**src/rtl/bwt_rotation_sort.sv**
```systemverilog
// -----------------------------------------------------------------------------
// bwt_rotation_sort
//   Forward Burrows-Wheeler transform stage. Captures an N-symbol block, sorts
//   its N cyclic rotations lexicographically with a stable bubble sort over an
//   index array (one compare-and-swap per cycle), then emits the last column L
//   and the primary index, which is the sorted row that holds rotation 0.
//
// Ports
//   clk          rising-edge clock
//   rst          asynchronous active-high reset
//   start        one-cycle request, data_in sampled when idle
//   data_in      input block, data_in[0] is the first symbol
//   busy         high from the cycle after an accepted start through the done cycle
//   done         one-cycle pulse, data_out/primary_idx valid from that cycle on
//   data_out     last column L, data_out[i] = last symbol of sorted row i
//   primary_idx  sorted row holding the unrotated block
// -----------------------------------------------------------------------------
module bwt_rotation_sort #(
  parameter int N     = 4,
  parameter int W     = 8,
  parameter int IDX_W = $clog2(N)
) (
  input  logic             clk,
  input  logic             rst,
  input  logic             start,
  input  logic [W-1:0]     data_in [0:N-1],
  output logic             busy,
  output logic             done,
  output logic [W-1:0]     data_out [0:N-1],
  output logic [IDX_W-1:0] primary_idx
);

  localparam int PASS_W = $clog2(N) + 1;

  typedef enum logic [1:0] {
    IDLE = 2'd0,
    LOAD = 2'd1,
    SORT = 2'd2,
    EMIT = 2'd3
  } state_t;

  state_t state, state_nx;

  logic [W-1:0]      sym_buf [0:N-1];
  logic [IDX_W-1:0]  idx     [0:N-1];
  logic [IDX_W-1:0]  j;
  logic [PASS_W-1:0] pass;
  logic              swapped;

  logic              start_acc;
  logic [IDX_W-1:0]  j_nx1;
  logic [IDX_W-1:0]  idx_a, idx_b;
  logic [W-1:0]      sym_a, sym_b;
  logic              decided;
  logic              do_swap;
  logic              pass_end;
  logic              sort_exit;
  logic [IDX_W-1:0]  prim_nx;

  // Rotation offset with an explicit mod-N, so N need not be a power of two.
  function automatic logic [IDX_W-1:0] wrap_add(input logic [IDX_W-1:0] base,
                                                input int               off);
    return IDX_W'((int'(base) + off) % N);
  endfunction

  // Rotation comparator: scans all N symbol positions, the first differing
  // position decides. Equal rotations never swap, which keeps the sort stable.
  always_comb begin
    j_nx1   = j + 1'b1;
    idx_a   = idx[j];
    idx_b   = idx[j_nx1];
    sym_a   = '0;
    sym_b   = '0;
    decided = 1'b0;
    do_swap = 1'b0;
    for (int k = 0; k < N; k++) begin
      sym_a = sym_buf[wrap_add(idx_a, k)];
      sym_b = sym_buf[wrap_add(idx_b, k)];
      if (!decided && (sym_a != sym_b)) begin
        decided = 1'b1;
        do_swap = (sym_a > sym_b);
      end
    end
    pass_end  = (j == IDX_W'(N - 2));
    // Finish after a clean pass, or once N-1 passes guarantee a sorted array.
    sort_exit = pass_end && (!(swapped || do_swap) || (pass == PASS_W'(N - 2)));
  end

  // Sorted row that holds rotation 0.
  always_comb begin
    prim_nx = '0;
    for (int i = 0; i < N; i++) begin
      if (idx[i] == '0) prim_nx = IDX_W'(i);
    end
  end

  // FSM state register
  always_ff @(posedge clk or posedge rst) begin
    if (rst) state <= IDLE;
    else     state <= state_nx;
  end

  // FSM next state
  always_comb begin
    state_nx = state;
    case (state)
      IDLE:    if (start_acc) state_nx = LOAD;
      LOAD:    state_nx = SORT;
      SORT:    if (sort_exit) state_nx = EMIT;
      EMIT:    state_nx = IDLE;
      default: state_nx = IDLE;
    endcase
  end

  // FSM outputs. The done cycle is already IDLE in the state register, so it
  // is excluded from accepting a start and still counts as busy.
  always_comb begin
    busy      = (state != IDLE) || done;
    start_acc = start && (state == IDLE) && !done;
  end

  // Block buffer, index array, sort counters and result registers
  always_ff @(posedge clk or posedge rst) begin
    if (rst) begin
      for (int i = 0; i < N; i++) begin
        sym_buf[i]  <= '0;
        idx[i]      <= '0;
        data_out[i] <= '0;
      end
      j           <= '0;
      pass        <= '0;
      swapped     <= 1'b0;
      primary_idx <= '0;
      done        <= 1'b0;
    end else begin
      done <= (state == EMIT);
      case (state)
        IDLE: begin
          if (start_acc) begin
            for (int i = 0; i < N; i++) begin
              sym_buf[i] <= data_in[i];
              idx[i]     <= IDX_W'(i);
            end
            j       <= '0;
            pass    <= '0;
            swapped <= 1'b0;
          end
        end
        SORT: begin
          if (do_swap) begin
            idx[j]     <= idx_b;
            idx[j_nx1] <= idx_a;
          end
          if (pass_end) begin
            pass    <= pass + 1'b1;
            j       <= '0;
            swapped <= 1'b0;
          end else begin
            j       <= j_nx1;
            swapped <= swapped | do_swap;
          end
        end
        EMIT: begin
          // Last symbol of rotation r is at position r-1 (mod N).
          for (int i = 0; i < N; i++) begin
            data_out[i] <= sym_buf[wrap_add(idx[i], N - 1)];
          end
          primary_idx <= prim_nx;
        end
        default: ;
      endcase
    end
  end

endmodule
```
**config.mk**
```make
export PLATFORM = sky130hd
export DESIGN_NAME = bwt_rotation_sort
export DESIGN_NICKNAME = d
export VERILOG_FILES = /design/src/rtl/bwt_rotation_sort.sv
export SDC_FILE = /design/constraint.sdc
export NUM_CORES = 1
export LEC_CHECK = 0
export CORE_UTILIZATION = 40
export DETAILED_ROUTE_END_ITERATION = 8
export GPL_TIMING_DRIVEN = 0
export PLACE_DENSITY_LB_ADDON = 0.1
export SLEW_MARGIN = 20
export SYNTH_ARGS = -nofsm -noshare
export SYNTH_HDL_FRONTEND = slang
export SYNTH_SLANG_ARGS = --single-unit
```
**constraint.sdc**
```tcl
create_clock -name clk -period 6.5 [get_ports clk]
set_clock_uncertainty 0.1 [all_clocks]
set_input_delay 1.625 -clock clk [delete_from_list [all_inputs] [get_ports clk]]
set_output_delay 1.625 -clock clk [all_outputs]
set_load 0.02 [all_outputs]
```
Word level (Yosys, flattened, before mapping) --
Index checks and enable logic that the tools add are counted.
Word-level totals: flip-flop bits (word level) 83, output and inout bits 36, word-level logic and storage cells 178
Cells by class: $add $sub $neg 12, magnitude comparators 20, equality and inequality tests 13, multiplexer cells 73, bitwise logic cells 15, reduce and logical (&&, ||, !) cells 27
Operators by type and width (number):
- 8-bit two-way mux | 26
- 8-bit binary-select mux with 2-bit select | 12
- 3-bit >= comparator (second input constant) | 14
- 2-bit inverter with 3-bit output | 14
- 8-bit greater-than comparator | 4
- 8-bit inequality test | 4
- 2-bit two-way mux | 12
- 2-bit adder (second input constant) | 8
- 8-bit bitwise mux | 2
- 8-bit case mux with 2 select lines | 1
- 1-bit two-way mux | 10
- 2-bit binary-select mux with 2-bit select | 2
- 2-bit demux with 2-bit select | 2
- 1-bit logical AND | 8
- 2-bit zero test | 4
- 2-bit inequality test (second input constant) | 4
- 2-bit case mux with 4 select lines | 1
- 2-bit by 1-bit adder with 2-bit output (second input constant) | 3
- 2-bit equality test (second input constant) | 3
- 3-bit by 1-bit < comparator with 1-bit output (second input constant) | 2
- 3-bit two-way mux | 2
- 3-bit case mux with 2 select lines | 1
- 2-bit AND reduction | 3
- 3-bit AND reduction | 2
- 9 further kinds | 16

Depth between registers and ports, before layout --
Gate-level depths: netlist of the first run.
depth after elaboration 26, gate-level depth with buffers 15

Worst setup path after synthesis of the first run --
Ideal clock, no wire load.
path type register to register, start register j[0], end register state[1], data arrival time 3.565 ns, required time 6.275 ns, path slack 2.710 ns, stages on the path, launching flop included 16, path buffers 2, clock period less this slack 3.790 ns, cells stage by stage dfrtp_1 > inv_1 > ha_1 > mux4_2 > buf_6 > buf_8 > mux2i_1 > mux2_2 > ha_1 > nand4_2 > nor3_4 > nor2_1 > a211oi_4 > o211ai_2 > a31oi_4 > mux2_4
On the way: longest elaborated chain between the ends 26, elaborated cells on any way between the ends 75, those cells by class 7 x add/sub; 4 x order compare; 6 x eq/ne; 37 x mux; 10 x bitwise; 11 x reduce/logical
Ends and longest elaborated chain:
- start, declared | RTL line 46 | logic [IDX_W-1:0] j;
- start signal, assigned | RTL line 159 | j <= j_nx1;
- branches (longest 23 deep; another with 8-bit greater-than comparator)
- 1-bit logical AND * | RTL line 86 | sort_exit = pass_end && (!(swapped || do_swap) || (pass == PASS_W'(N - 2)));
- 2-bit inequality test (no source line) *
- 2-bit AND reduction (no source line) *
- end signal, assigned | RTL line 100 | else state <= state_nx;
- end, declared | RTL line 42 | state_t state, state_nx;
Every way passes the cells marked *. The select of a mux whose other input is x is not followed. A chain may end at the register's enable or synchronous reset.

Final worst setup path of the first run --
Ends and elaborated chain as after synthesis.

==> results of run 1 <==
==> per-layer routing <==
layer	routed length, um	vias up
met4	440	0
li1	-	2221
met2	8920	106
met5	0	-
met3	691	28
met1	8200	2484
==> registers in the layout, summed over array words and instances, names as in the netlist <==
name         count
idx              8
done             1
pass             3
sym_buf         32
j                2
state            2
primary_idx      2
data_out        32
swapped          1
==> synth_stat cells <==
master,number,share of area (%)
buf_8,2,0.46
o21ai_0,12,0.91
nand3b_1,1,0.11
a2bb2oi_1,4,0.53
o22a_2,1,0.15
nor2b_1,2,0.19
a21oi_1,20,1.5
o311ai_0,1,0.13
a21o_1,4,0.46
a22oi_1,2,0.23
o22ai_1,1,0.095
a211oi_4,1,0.30
o2bb2ai_1,4,0.53
inv_1,19,1.1
buf_4,1,0.11
a31oi_4,1,0.32
nand4_1,6,0.57
o21ai_1,2,0.15
nand4_2,1,0.19
nand3_2,1,0.15
a211oi_1,5,0.57
o211ai_1,5,0.57
nor3_4,1,0.25
a31oi_1,1,0.095
nor3b_1,1,0.11
nand3_1,8,0.61
a211o_1,1,0.13
nand2_1,23,1.3
buf_6,5,0.85
ha_1,46,8.7
o31ai_4,1,0.32
mux2_4,1,0.23
nand2b_1,4,0.38
clkbuf_1,9,0.51
o21a_1,1,0.11
mux4_2,36,12
nor2_1,14,0.80
mux2i_1,97,15
dfrtp_1,83,32
mux2_2,93,16
buf_2,16,1.2
o211ai_2,2,0.38
buf_1,2,0.11
==> logic make-up (layout without fill, tap and decap cells) <==
| family | Yosys count | in the layout | share of synthesized area (%) |
|---|---|---|---|
| buffers and inverters | 54 | 141 | 4.35 |
| and+or+nand+nor | 62 | 62 | 4.67 |
| muxes | 227 | 227 | 43.2 |
| adders and majority gates | 46 | 46 | 8.74 |
| AOI/OAI and AO/OA | 69 | 69 | 7.52 |
| DFF | 83 | 83 | 31.5 |
==> area by class of cell <==
class,count,area [um^2]
Fill cell,1491,8090
Multi-Input combinational cell,404,4220
Sequential cell,83,2080
Timing Repair Buffer,71,728
Tap cell,216,270
Clock buffer,9,225
Buffer,35,215
Clock inverter,7,98.8
Inverter,19,73.8
==> per-stage QoR <==
stage	worst slack [ps]	hold slack, ps	std cells
floorplan	2640	349	541
global placement	1290	375	827
detailed placement	2080	389	828
CTS	2050	406	844
global route	1780	414	844
finish	2040	397	844
==> path summary, 6_finish.rpt <==
path / from / endpoint / slack (ps) / cells past startpoint
setup reg to reg: j[0] / state[1] / 2040 / 14
hold / removal: swapped / swapped / 400 / 2
max in group asynchronous: rst / sym_buf[31] / 4180 / 3
setup / recovery: j[0] / state[1] / 2040 / 14
min in group asynchronous: rst / sym_buf[16] / 1500 / 2
hold reg to reg: swapped / swapped / 400 / 2
==> tightest hold or removal path: stages, from the launching register on <==
cell     delay [ps]
dfrtp_1         340
o21ai_0          80
nand2_1          50
==> flow_summary.ini, run 1 <==
[final_layout]
layout_commonest_cell = mux2i_1
antenna_cells = 0
num-nets-final = 704
area_growth_syn_to_layout_pct = 20.1
fin_area_um2 = 7910
drive_above_1_share_pct = 28.8
fin_util_pct = 49.4
mostFrequentLayoutCells = mux2i_1, mux2_2, dfrtp_1, clkdlybuf4s50_1, ha_1

[synth]
ys_ff_latch = 83
synth.avg_cell_area_um2 = 12.2
ys_warn_count = 0
ys_seq_area_share_pct = 31.5
syn_inst = 541
netlist_area_um2 = 6590
synth_cell_types = 43
postSynthNetCount = 622

[detailed_routing]
avgRoutedWirePerCell_um = 21.6
drc = 0
vias = 4839
viasPerCell = 5.73
drt_wl_total_um = 18300
ant_nets = 0
first_pass_iters = 4
drt_iter0_markers = 160

[sta]
rsz0062_at_grt = false
fmax_mhz = 224
fin_crit_ps = 4460
slew_headroom_pct = 49.5
worstMarginPinSlew_ps = 758
setup_viol = 0
hold_violations = 0
drv_slew = 0
finalCritPeriodShare_pct = 68.6
setup-tns-final_ps = 0

[floorplanning]
initial_core_util_pct = 41.2
io_pins = 71
core_um2 = 16000
core.rowCount = 46
chipWidth_um = 130
die_area_um2 = 17000
die_h_um = 130

[cts]
cts_root_buf = clkbuf_16
numCtsBuffers = 9
post_cts_buffers = 0
clock_latency_ps = 350
clockBufferDepth = 2
cts_num_sinks = 83
cts_tree = done
cts.clk_slew.worst_paths_ps = 70
post_cts_resized = 0
holdBufCountCts = 0
h-tree-depth = 3

[run_status]
status = completed

[global_route]
grt_pass1_wl_um = 28200
grt-busiest-layer = met2
grt_use_met3_pct = 4.72
met2_usage_pct = 38.2
gr-total-overflow = 0
first_global_vias = 5097
grt_max_degree = 58
antenna_found_initial = 0
met1_usage_pct = 28.9
grt_usage_pct = 22.7

[setup_path]
required_ps = 6640
critPathSlowestCell = dfrtp_1
crit_fanout = 10
path_delay_family = multiplexers
crit_type = reg2reg
worst-path-buf-inv = 3
critical_path_arrival_ps = 4600
cp-start-kind = flip-flop
path_cells = inv_1 > ha_1 > mux4_2 > buf_2 > buf_2 > mux2_2 > ha_1 > nand4_1 > nor2_1 > nand3_1 > a211oi_4 > o211ai_2 > a31oi_4 > mux2_4
end_kind = flip-flop
slowest_delay_ps = 590

[hold_path]
hp-class = reg2reg

[placed_design]
io_buffers = 70
post_dp_cell_area_um2 = 7590
place.detailed.hpwl_um = 13700
place.gp.congestion = 0.860

[run]
drv_cap = 0
Power of run 1 is not shown: default switching activity piles up to over one toggle a cycle in this logic, so the estimate is an artifact.
==> run 2: changes to the inputs <==
Clock period 6.5 ns to 3.9 ns, I/O delays scaled along.
==> flow_summary.ini, run 2 (synthesized netlist as in run 1, its figures left out) <==
[floorplanning]
die_area_um2 = 17000
chipWidth_um = 130
core.rowCount = 46
initial_core_util_pct = 41.2
io_pins = 71
die_h_um = 130
core_um2 = 16000

[setup_path]
end_kind = flip-flop
critical_path_arrival_ps = 4000
worst-path-buf-inv = 3
path_cells = buf_6 > mux4_2 > buf_12 > buf_12 > mux2i_2 > mux2_4 > ha_4 > nand4_1 > nor2_2 > nand3_2 > a211o_1 > o211ai_2 > a31oi_4 > mux2_4
cp-start-kind = flip-flop
required_ps = 4040
slowest_delay_ps = 520
crit_type = reg2reg
crit_fanout = 8
path_delay_family = multiplexers
critPathSlowestCell = mux4_2

[cts]
h-tree-depth = 3
cts.clk_slew.worst_paths_ps = 70
cts_tree = done
clockBufferDepth = 2
clock_latency_ps = 350
numCtsBuffers = 9
cts_root_buf = clkbuf_16
cts_num_sinks = 83

[detailed_routing]
drc = 0
vias = 4890
avgRoutedWirePerCell_um = 21.5
first_pass_iters = 4
ant_nets = 0
drt_wl_total_um = 18400
drt_iter0_markers = 221
viasPerCell = 5.70

[global_route]
grt_usage_pct = 22.8
grt_pass1_wl_um = 28300
antenna_found_initial = 0
grt_max_degree = 58
gr-total-overflow = 0
first_global_vias = 5146

[placed_design]
io_buffers = 70
post_dp_cell_area_um2 = 7590
place.detailed.hpwl_um = 13700
place.gp.congestion = 0.860

[sta]
slew_headroom_pct = 51.8
fmax_mhz = 259
drv_slew = 0
setup_viol = 0
holdWs_ps = 400
finalCritPeriodShare_pct = 98.9
fin_crit_ps = 3860
worstMarginPinSlew_ps = 724
rsz0062_at_grt = true
hold_violations = 0

[run_status]
status = completed

[final_layout]
reg_top3 = data_out (32), sym_buf (32), idx (8)
layout_commonest_cell = mux2_2
drive_above_1_share_pct = 34.1
num-nets-final = 718
mostFrequentLayoutCells = mux2_2, mux2i_1, dfrtp_1, clkdlybuf4s50_1, ha_1
area_growth_syn_to_layout_pct = 24.9
antenna_cells = 0
fin_area_um2 = 8230

[hold_path]
hp-class = reg2reg

[run]
drv_cap = 0
[run 2: changes by cell type in the layout (fill, tap and decap cells not counted), moves of 5 or more]
cell,previous run,this run
mux2i_1,97,89
buf_6,5,10
mux2i_2,0,7
buf_2,16,8
buf_4,1,15
[run 2: path summary, 6_finish.rpt]
kind | start | to | slack (ps) | cells after the start
min in group asynchronous | rst | sym_buf[16] | 860 | 2
setup / recovery | j[0] | state[1] | 40 | 14
hold reg to reg | swapped | swapped | 400 | 2
max in group asynchronous | rst | sym_buf[31] | 2230 | 3
setup reg to reg | j[0] | state[1] | 40 | 14
hold / removal | swapped | swapped | 400 | 2
[run 2: timing repair]
action | CTS | global route
hold buffers | 0 | 0
gates resized for setup | 14 | 37
endpoints found under the setup margin | 11 | 10
pin swaps | 6 | 12
gates cloned | 0 | 1
setup buffers | 5 | 9
endpoints found under the hold margin | 0 | 0
[run 2: through the flow]
step / instances / setup WS [ps] / TNS, ps / utilization [%]
2_1_floorplan: 541 / 110 / 0 / -
3_3_place_gp: 827 / -664 / -58210 / 47.2
3_5_place_dp: 828 / -519 / -4390 / 47.4
4_1_cts: 849 / 8.74 / 0 / 49.8
5_1_grt: 858 / -40.5 / -78.9 / 51.4
6_report: 858 / 43.3 / 0 / 51.4
[run 2: cell type report]
cell class,count,area (um^2)
Clock buffer,9,225
Clock inverter,7,98.8
Timing Repair Buffer,86,862
Sequential cell,83,2080
Inverter,19,78.8
Multi-Input combinational cell,404,4350
Fill cell,1449,7770
Tap cell,216,270
Buffer,34,262
[run 2: worst min-delay path, cell delays in order, from the launching register on]
cell and delay [ps]:
dfrtp_1 340, o21ai_0 80, nand2_1 50
[run 2: per-layer routing]
| layer | routed length (um) | GRT usage (%) |
|---|---|---|
| met5 | 0 | 0 |
| met3 | 836 | 4.76 |
| met1 | 7910 | 28.9 |
| met4 | 386 | 8.28 |
| met2 | 9290 | 38.4 |
Power of run 2 is left out for the same reason.
==> run 3: changes to the inputs <==
Settings changed: ABC_AREA set to 1, CORE_MARGIN set to 4.
==> flow_summary.ini, run 3 <==
[hold_path]
hp-class = reg2reg
hold_depth = 2
min_from = data_out[30]
min_to = data_out[30]

[cts]
h-tree-depth = 3
cts_root_buf = clkbuf_16
cts.clk_slew.worst_paths_ps = 60
clockBufferDepth = 2
cts_num_sinks = 83
clock_latency_ps = 350
cts_tree = done
numCtsBuffers = 9

[setup_path]
required_ps = 4040
ff2ff_path_depth = 29
cp-start-kind = flip-flop
path_delay_family = simple AND/OR/NAND/NOR gates
crit_type = reg2reg
slowest_delay_ps = 380
r2r_setup_slack_ps = 120
worst_r2r_startpoint = j[0]
end_kind = flip-flop
worst-path-buf-inv = 9
critical_path_arrival_ps = 3920
timing.rr.end = idx[0]
crit_fanout = 6
critPathSlowestCell = dfrtp_1
cpMostUsedCell = nand2_1

[synth]
ys_top_cells_by_count = nand2_1, o21ai_0, inv_1
synth-xor-area-share_pct = 0.816
ys_seq_area_share_pct = 30.8
synth.most_common_cell = nand2_1
synth_edf_count = 0
postSynthNetCount = 1081
synth.avg_cell_area_um2 = 6.75
ys_warn_count = 0
synth_top_family_by_area = compound AO/OA/AOI/OAI gates
synth_largest_area_cell = dfrtp_1
synth_fa_ha_area_share_pct = 8.53
synthMuxAreaShare_pct = 0
synth_cell_types = 31
syn_inst = 1000
ys_ff_latch = 83
synthSimpleGateAreaFrac_pct = 19.1
ys.flop_type = dfrtp_1
synth-compound-area-share_pct = 29.1
async_flop_share_pct = 100
ys_top_cells_by_area = dfrtp_1, nand2_1, o21ai_0
netlist_area_um2 = 6750
synth_top_area_share_pct = 30.8

[global_route]
grt_max_degree = 47
grt_pass1_wl_um = 39100
grt_usage_pct = 27.7
antenna_found_initial = 0
gr-total-overflow = 0
first_global_vias = 6762

[floorplanning]
io_pins = 71
core.rowCount = 47
die_h_um = 138
core_um2 = 16600
chipWidth_um = 138
initial_core_util_pct = 40.7
die_area_um2 = 19000

[detailed_routing]
first_pass_iters = 7
ant_nets = 0
viasPerCell = 5.61
vias = 7526
drc = 0
avgRoutedWirePerCell_um = 19.8
drt_wl_total_um = 26500
drt_iter0_markers = 794

[sta]
fmax_mhz = 265
hold_violations = 0
slew_headroom_pct = 60.1
setup_viol = 0
drv_slew = 0
worstMarginPinSlew_ps = 599
rsz0062_at_grt = true
fin_crit_ps = 3780
finalCritPeriodShare_pct = 96.9
finalWorstSetupSlack_ps = 121

[final_layout]
layout_commonest_cell = nand2_1
drive_above_1_share_pct = 16.8
reg_top3 = data_out (32), sym_buf (32), idx (8)
area_growth_syn_to_layout_pct = 31.8
n_fill_cell = 1647
mostFrequentLayoutCells = nand2_1, o21ai_0, inv_1, dfrtp_1, a21oi_1
num-nets-final = 1198
antenna_cells = 0

[placed_design]
place.gp.congestion = 0.960
place.detailed.hpwl_um = 19700
place_ws_ps = -569
io_buffers = 70

[run_status]
status = completed

[run]
drv_cap = 0
==> run 3: cell count changes after synthesis, moves of 54 or more <==
cell     delta
mux2_2     -93
inv_1      +91
a21oi_1    +61
mux2i_1    -97
o21ai_1    +54
nand2_1   +224
o21ai_0   +148
==> run 3: per-stage QoR <==
stage,std cells,TNS [ps],hold WS (ps),util (%),instance area [um^2]
final,1341,0,395,53.6,8890
after floorplan,1000,0,363,-,6750
after global placement,1290,-70360,376,46.6,7720
after CTS,1317,0,399,50.0,8290
after global routing,1341,-1110,421,53.6,8890
after detailed placement,1291,-4830,377,46.8,7750
==> run 3: cell type report <==
class                      instances  area (um^2)  share of cell area, %
sequential                        83         2080                   23.4
multi-input combinational        742         4200                   47.2
inverter                         119          460                   5.18
tap                              220          275                   3.09
timing repair buffer             106         1140                   12.8
clock buffer                      10          239                   2.69
buffer                            56          383                   4.30
clock inverter                     5          125                   1.41
==> run 3: tightest hold or removal path, stage by stage, from the launching register on <==
cell and delay, ps:
dfrtp_1 350, nand2_1 50, o21ai_0 60
==> run 3: cells by family (layout without fill, tap and decap cells) <==
group,count (synthesis),count (layout)
compound gates,364,364
fa+ha+maj,46,46
flops,83,83
xor+xnor,2,2
simple gates,330,330
buf+inv,175,296
==> run 3: worst max-delay path by stage <==
stage,startpoint,endpoint,slack [ps],cells past startpoint
2_1_floorplan,j[0],idx[0],370,30
3_3_place_gp,rst,sym_buf[13],-800,2
3_5_place_dp,j[0],idx[2],-570,28
4_1_cts,j[0],idx[2],2,30
5_1_grt,j[0],idx[2],-130,30
6_report,j[0],idx[0],120,29
==> run 3: layer usage <==
metal	global-route usage (%)	part of all wire, %
met1	37.9	41
met2	42.1	45
met3	6.97	9.5
met4	11.0	4.2
met5	0	0
==> run 3: what timing repair did <==
item                                    in CTS  in global routing
cloned                                       1                  7
endpoints found under the setup margin      11                 11
resized for setup                           21                135
pin swaps                                    7                 42
hold buffers                                 0                  0
setup buffers                               10                 17
Power of run 3 is left out for the same reason.
